===== src/rtl/fetch_sequencer.sv =====
// rtl/fetch_sequencer.sv - program counter, run handshake, branch resolution and flag registers
//
// Purpose: owns the fetch address for instr_ROM and the req/done run
// handshake. Absolute or PC-relative jumps are resolved against the
// registered zero/parity flags. Run cycles are counted with saturation.
//
// Ports:
//   clk, reset            clock (rising edge), asynchronous active-low reset
//   req                   start request, sampled in IDLE/DONE
//   stall                 hold PC and flags this cycle
//   halt, br_en           decoded halt / jump at the current PC
//   br_mode, br_cond      0 absolute / 1 relative; condition select
//   br_target             jump address or two's-complement offset
//   flag_en, zero_i, pari_i   capture ALU zero/parity flags
//   sc_i, sc_en, sc_clr   shift/carry capture and clear
//   prog_ctr              current fetch address
//   busy, done            RUN / DONE indicators
//   zero_q, pari_q, sc_q  registered flags
//   cycle_cnt             RUN cycles of the current/last run
module fetch_sequencer #(
  parameter int D          = 12,
  parameter int START_ADDR = 0,
  parameter int HALT_ADDR  = 128,
  parameter int CW         = 16
) (
  input  logic          clk,
  input  logic          reset,
  input  logic          req,
  input  logic          stall,
  input  logic          halt,
  input  logic          br_en,
  input  logic          br_mode,
  input  logic [1:0]    br_cond,
  input  logic [D-1:0]  br_target,
  input  logic          flag_en,
  input  logic          zero_i,
  input  logic          pari_i,
  input  logic          sc_i,
  input  logic          sc_en,
  input  logic          sc_clr,
  output logic [D-1:0]  prog_ctr,
  output logic          busy,
  output logic          done,
  output logic          zero_q,
  output logic          pari_q,
  output logic          sc_q,
  output logic [CW-1:0] cycle_cnt
);

  typedef enum logic [1:0] {
    S_IDLE = 2'b00,
    S_RUN  = 2'b01,
    S_DONE = 2'b10
  } state_t;

  state_t          state_q, state_d;
  logic [D-1:0]    pc_q, pc_d;
  logic [CW-1:0]   cnt_q, cnt_d;
  logic            zero_d, pari_d, sc_d;
  logic            busy_q, busy_d;
  logic            done_q, done_d;
  logic            cond_ok;

  // Conditions look only at the registered flags, so a flag write in the
  // same cycle as a branch never influences that branch.
  always_comb begin
    cond_ok = 1'b0;
    case (br_cond)
      2'b00:   cond_ok = 1'b1;
      2'b01:   cond_ok = zero_q;
      2'b10:   cond_ok = ~zero_q;
      default: cond_ok = pari_q;
    endcase
  end

  always_comb begin
    state_d = state_q;
    pc_d    = pc_q;
    cnt_d   = cnt_q;
    zero_d  = zero_q;
    pari_d  = pari_q;
    sc_d    = sc_q;

    case (state_q)
      S_RUN: begin
        if (cnt_q != {CW{1'b1}}) cnt_d = cnt_q + CW'(1);
        if (!stall) begin
          if (flag_en) begin
            zero_d = zero_i;
            pari_d = pari_i;
          end
          if (sc_clr)     sc_d = 1'b0;
          else if (sc_en) sc_d = sc_i;

          if (halt || (pc_q == D'(HALT_ADDR))) begin
            state_d = S_DONE;
          end else if (br_en && cond_ok) begin
            // Relative offsets are two's complement; modular add covers both signs.
            pc_d = br_mode ? (pc_q + br_target) : br_target;
          end else begin
            pc_d = pc_q + D'(1);
          end
        end
      end
      default: begin
        if (req) begin
          state_d = S_RUN;
          pc_d    = D'(START_ADDR);
          cnt_d   = '0;
          zero_d  = 1'b0;
          pari_d  = 1'b0;
          sc_d    = 1'b0;
        end
      end
    endcase

    // Indicators are registered copies of the next state so every output is a flop.
    busy_d = (state_d == S_RUN);
    done_d = (state_d == S_DONE);
  end

  always_ff @(posedge clk or negedge reset) begin
    if (!reset) begin
      state_q <= S_IDLE;
      pc_q    <= D'(START_ADDR);
      cnt_q   <= '0;
      zero_q  <= 1'b0;
      pari_q  <= 1'b0;
      sc_q    <= 1'b0;
      busy_q  <= 1'b0;
      done_q  <= 1'b0;
    end else begin
      state_q <= state_d;
      pc_q    <= pc_d;
      cnt_q   <= cnt_d;
      zero_q  <= zero_d;
      pari_q  <= pari_d;
      sc_q    <= sc_d;
      busy_q  <= busy_d;
      done_q  <= done_d;
    end
  end

  assign prog_ctr  = pc_q;
  assign cycle_cnt = cnt_q;
  assign busy      = busy_q;
  assign done      = done_q;

endmodule


===== config.mk =====
export PLATFORM = sky130hd
export DESIGN_NAME = fetch_sequencer
export DESIGN_NICKNAME = d
export VERILOG_FILES = /design/src/rtl/fetch_sequencer.sv
export SDC_FILE = /design/constraint.sdc
export NUM_CORES = 1
export LEC_CHECK = 0
export BUFFER_PORTS_ARGS = -buffer_cell sky130_fd_sc_hd__buf_2
export CAP_MARGIN = 0
export CORE_UTILIZATION = 35
export CTS_CLUSTER_DIAMETER = 30
export DETAILED_ROUTE_END_ITERATION = 10
export PLACE_DENSITY = 0.65
export SETUP_SLACK_MARGIN = 0.2
export SLEW_MARGIN = 20
export SYNTH_ARGS = -nofsm -noshare
export SYNTH_HDL_FRONTEND = slang
export SYNTH_SLANG_ARGS = --single-unit

===== constraint.sdc =====
create_clock -name clk -period 7.6 [get_ports clk]
set_input_delay 1.52 -clock clk [delete_from_list [all_inputs] [get_ports clk]]
set_output_delay 1.52 -clock clk [all_outputs]
set_load 0.005 [all_outputs]

# After elaboration in Yosys (flattened, before gate mapping)
# Index checks and enable logic that the tools add are counted.
# totals
in_bits	27
ff_bits	35
out_inout_bits	33
# op_classes
n_mux	25
eq_ne	12
bitwise_logic	1
add_sub_neg	3
n_reduce_logical	8
# ops
cell	n
$mux W12	6
$mux W16	3
$add A16 B1 Y16 const B	1
$ne A16 B16 Y1 const B	1
$add A12 B1 Y12 const B	1
$add A12 B12 Y12	1
$eq A12 B8 Y1 const B	1
$mux W1	11
$reduce_and A3 Y1	3
$mux W2	4
$ne A2 B2 Y1 const B	4
$eq A2 B1 Y1 const B	3
$eq A2 B2 Y1 const B	2
$ne A3 B3 Y1 const B	1
$pmux W1 S3	1
$logic_not A2 Y1	1
$reduce_and A2 Y1	1
$reduce_bool A2 Y1	1
$logic_and A1 B1 Y1	1
$logic_or A1 B1 Y1	1
$not A1 Y1	1

# Logic depth before layout (Yosys ltp)
# logic_depth
ltp_word	7
depth_mapped	9
depth_no_buf	9

# Least setup slack after synthesis
# Ideal clock, no wire load.
# synth_timing
path_type	in2reg
start	input port br_target[0]
end	register pc_q[8] (netlist: prog_ctr[8])
setup_time_ns	0.121
path_slack_ns	4.093
cell_stages	9
required_time_ns	7.479
arrival_time_ns	3.386
path_buffers	0
path_cell_list	ha_1 > fa_1 > a21o_1 > a221oi_2 > mux2i_1 > nand4_1 > o311a_1 > a21o_1 > a22o_1
# synth_between
elab_chain_cells	6
# synth_lines
item	line	rtl
start, declared	34	input logic [D-1:0] br_target,
$add A12 B12 Y12	99	pc_d = br_mode ? (pc_q + br_target) : br_target;
$mux W12	99	
$mux W12	97	end else if (br_en && cond_ok) begin
$mux W12	95	if (halt || (pc_q == D'(HALT_ADDR))) begin
$mux W12	87	if (!stall) begin
$mux W12	84	case (state_q)
end signal, assigned	125	pc_q <= D'(START_ADDR);
end signal, assigned	134	pc_q <= pc_d;
end, declared	57	logic [D-1:0] pc_q, pc_d;
# Every way passes these cells. The select of a mux whose other input is x is not followed.
# A chain may end at the register's enable or synchronous reset.

# Final worst setup path
# Same ends and word-level chain as after synthesis.

==> reports/qor.txt <==
FF-to-FF End: prog_ctr[8]$_DFFE_PN0P_
critical path required time: 7.78 ns
Die W: 87.25 um
slowest CP cell: fa_1
Static Leak: 1.489 nW
io pins: 60
element type at the critical path end: flip-flop
root buf cell: clkbuf_8
Vias: 2373
outcome: completed
Synth Cell Area: 2544 um2
CTS tree: done
TritonCTS Buffers: 5
number of cells on the critical path: 10
number of port buffers: 59
WL met1: 3.057 mm
post-synthesis simple-gate area fraction: 0.2455
R2R Setup Slk: 4.97 ns
Power Total: 0.0007472 W
clock sink total: 35
vias in the first global route: 2235
internal power: 0.0004408 W
sw frac: 0.4101
Worst-path clk slew: 0.07 ns
Clk pwr share: 0.170
Worst Tran Pin Value: 0.9107 ns
Die Y: 87.25 um
syn avg cell area: 8.652 um2
Site Rows: 30
Comb pwr share: 0.452
Crit path max-delay family: compound AO/OA/AOI/OAI gates
critical path class: primary input to flip-flop
synth-to-layout area growth: 17.27%
placer congestion estimate: 0.8561
most frequent cells in the layout: buf_2, dfrtp_1, nor2_1
post-synthesis net count: 336
Max transition margin: 0.3906
crit path max fanout: 3
Nets: 395
EDFF count, synth: 0
Pre-Repair DR Iteration Count: 4
Initial Util: 0.3683
initial antenna violation count: 0
largest family of logic cells by synthesized area: simple AND/OR/NAND/NOR gates
Final setup viols: 0
fin crit share: 0.4626
hold_buf cts: 0
VDD IR-drop max: 0.1126 mV
Peak Freq: 0.2844 GHz
DRC viols: 0
largest net degree at the start of global routing: 36
GRT Resource Usage Total: 0.1757
CP Capture Point: prog_ctr[8]$_DFFE_PN0P_
Fin Setup TNS: 0 ns
Worst EP arrival: 3.69 ns
worst skew pair latency: 0.29 ns
DRT iter0 DRCs: 132
Synth Area in Compound Gates: 0.1923
CP Cell Sequence: buf_2 > ha_1 > fa_1 > a21o_1 > a221oi_2 > mux2i_1 > nand4_1 > o311a_1 > a21o_1 > a22o_1
ANT cells: 0
switching power: 0.0003064 W
clk buf depth: 2
HPWL Detailed: 4.716 mm
routed vias/inst: 5.297
Max Slew Vio Count: 0
Main synth FF type: dfrtp_1
post-synthesis mux area share: 0.05017
Post-CTS Resized: 0
final hold vios: 0
first-pass GRT wire length: 10.54 mm
Hold Path Class: flip-flop to flip-flop
core area: 6907 um2
peak per-stage delay on the critical path: 0.42 ns
wire per inst: 14.10 um
yosys warns: 0
crit path time final: 3.516 ns
post-synthesis cell count: 294
Setup Buffers After CTS: 0
Worst Setup SP: br_target[0]
Buf/Inv on CP: 1
die area: 7613 um2
Reg2Reg Depth: 9
Seq cells post-synth: 35
Synth async-reset ratio: 1.000
share of cells above drive strength 1: 0.2131
Post-Synth Adder-Cell Area: 0.07673
reg-to-reg startpoint: prog_ctr[0]$_DFFE_PN0P_
met2 WL post-DR: 2.889 mm
routed wire length on met3: 331 um
most common cell after layout, fill and taps aside: buf_2
post-synthesis xor/xnor area fraction: 0.05853
CP most frequent cell: a21o_1
Detailed Route WL: 6.315 mm
total congestion overflow: 0
Synth cell types: 52
Top Metal Used: met4
skew final: 0.005923 ns
sequential share of the synthesized area: 0.3443
Sequential Power Share: 0.378
H-tree Lvls: 2
unrepaired setup endpoints after global routing: false
Startpoint Class: primary input
PD cells: 250.5 nW/um2
ANT nets after route: 0
Max Cap Viol: 0
[cells by family after synthesis]
| group | count (synthesis) |
|---|---|
| AOI/OAI and AO/OA | 76 |
| xor gates and xnor gates | 17 |
| adders and majority gates | 15 |
| buffers and inverters | 15 |
| DFF | 35 |
| muxes | 12 |
| and+or+nand+nor | 124 |
[worst register-to-register path, cell delays in order (launching register included)]
cell and delay [ns]:
dfrtp_1 0.44, ha_1 0.24, fa_1 0.42, a21o_1 0.21, a221oi_2 0.38, mux2i_1 0.23, nand4_1 0.10, o311a_1 0.16
a21o_1 0.18, a22o_1 0.17
[layer usage]
| metal | GRT usage | vias up |
|---|---|---|
| li1 | - | 1199 |
| met1 | 0.2439 | 1104 |
| met2 | 0.2876 | 65 |
| met3 | 0.03318 | 5 |
| met4 | 0.03130 | 0 |
| met5 | 0 | - |
[stage by stage]
step	utilization	hold WS [ns]	area, um2	cells	worst slack, ns
after floorplan	-	0.4868	2544	294	4.093
after global placement	0.4203	0.5070	2903	441	3.817
after detailed placement	0.4203	0.5150	2903	441	3.788
after CTS	0.4308	0.5302	2975	447	4.086
after global routing	0.4319	0.5405	2983	448	3.943
final	0.4319	0.5290	2983	448	4.084
[Yosys cell counts (all sizes together), types with 2 or more instances]
cell type	n	area share
dfrtp	35	0.34
nor2	33	0.049
nand2	26	0.038
o21ai	25	0.049
nand3	19	0.037
a21oi	14	0.028
ha	14	0.069
and3	12	0.030
xor2	12	0.041
a21o	9	0.027
a31oi	7	0.017
inv	7	0.010
mux2	6	0.027
mux2i	6	0.024
nor3	6	0.012
nand4	5	0.012
nor3b	5	0.017
xnor2	5	0.017
and2	4	0.011
buf	4	0.016
clkbuf	4	0.0059
nand2b	3	0.0074
a22o	2	0.0069
a311oi	2	0.0069
a31o	2	0.0069
a32o	2	0.0079
and4	2	0.0069
nand3b	2	0.0059
nor2b	2	0.0049
nor4	2	0.0049
o211ai	2	0.0059
o22ai	2	0.0049
[power groups by stage]
stage / Combinational (W) / Sequential (W) / Clock, W
floorplan: 0.000238 / 0.000277 / 0
global placement: 0.000329 / 0.000285 / 0
detailed placement: 0.000335 / 0.000286 / 0
CTS: 0.000338 / 0.000283 / 0.000131
global route: 0.000378 / 0.000291 / 0.000138
finish: 0.000338 / 0.000283 / 0.000127
[worst min-delay path by stage]
stage	start	endpoint	slack (ns)	cells past startpoint
global placement	state_q[1]$_DFF_PN0_	state_q[1]$_DFF_PN0_	0.51	1
CTS	state_q[1]$_DFF_PN0_	state_q[1]$_DFF_PN0_	0.53	1
global route	state_q[1]$_DFF_PN0_	state_q[1]$_DFF_PN0_	0.54	1
floorplan	state_q[1]$_DFF_PN0_	state_q[1]$_DFF_PN0_	0.49	1
detailed placement	state_q[1]$_DFF_PN0_	state_q[1]$_DFF_PN0_	0.51	1
finish	state_q[1]$_DFF_PN0_	state_q[1]$_DFF_PN0_	0.53	1
[cell type report]
class | count | area [um2]
Fill cell | 748 | 3924
Multi-Input combinational cell | 244 | 1585
Sequential cell | 35 | 875.8
Timing Repair Buffer | 60 | 302.8
Tap cell | 96 | 120.1
Clock buffer | 6 | 72.57
Inverter | 7 | 26.28
[registers in the layout, indices dropped and copies added, names as in the netlist]
name       flops
busy           1
pari_q         1
done           1
cycle_cnt     16
sc_q           1
state_q        2
zero_q         1
prog_ctr      12
Note: power is estimated with default switching activity, not from simulation.
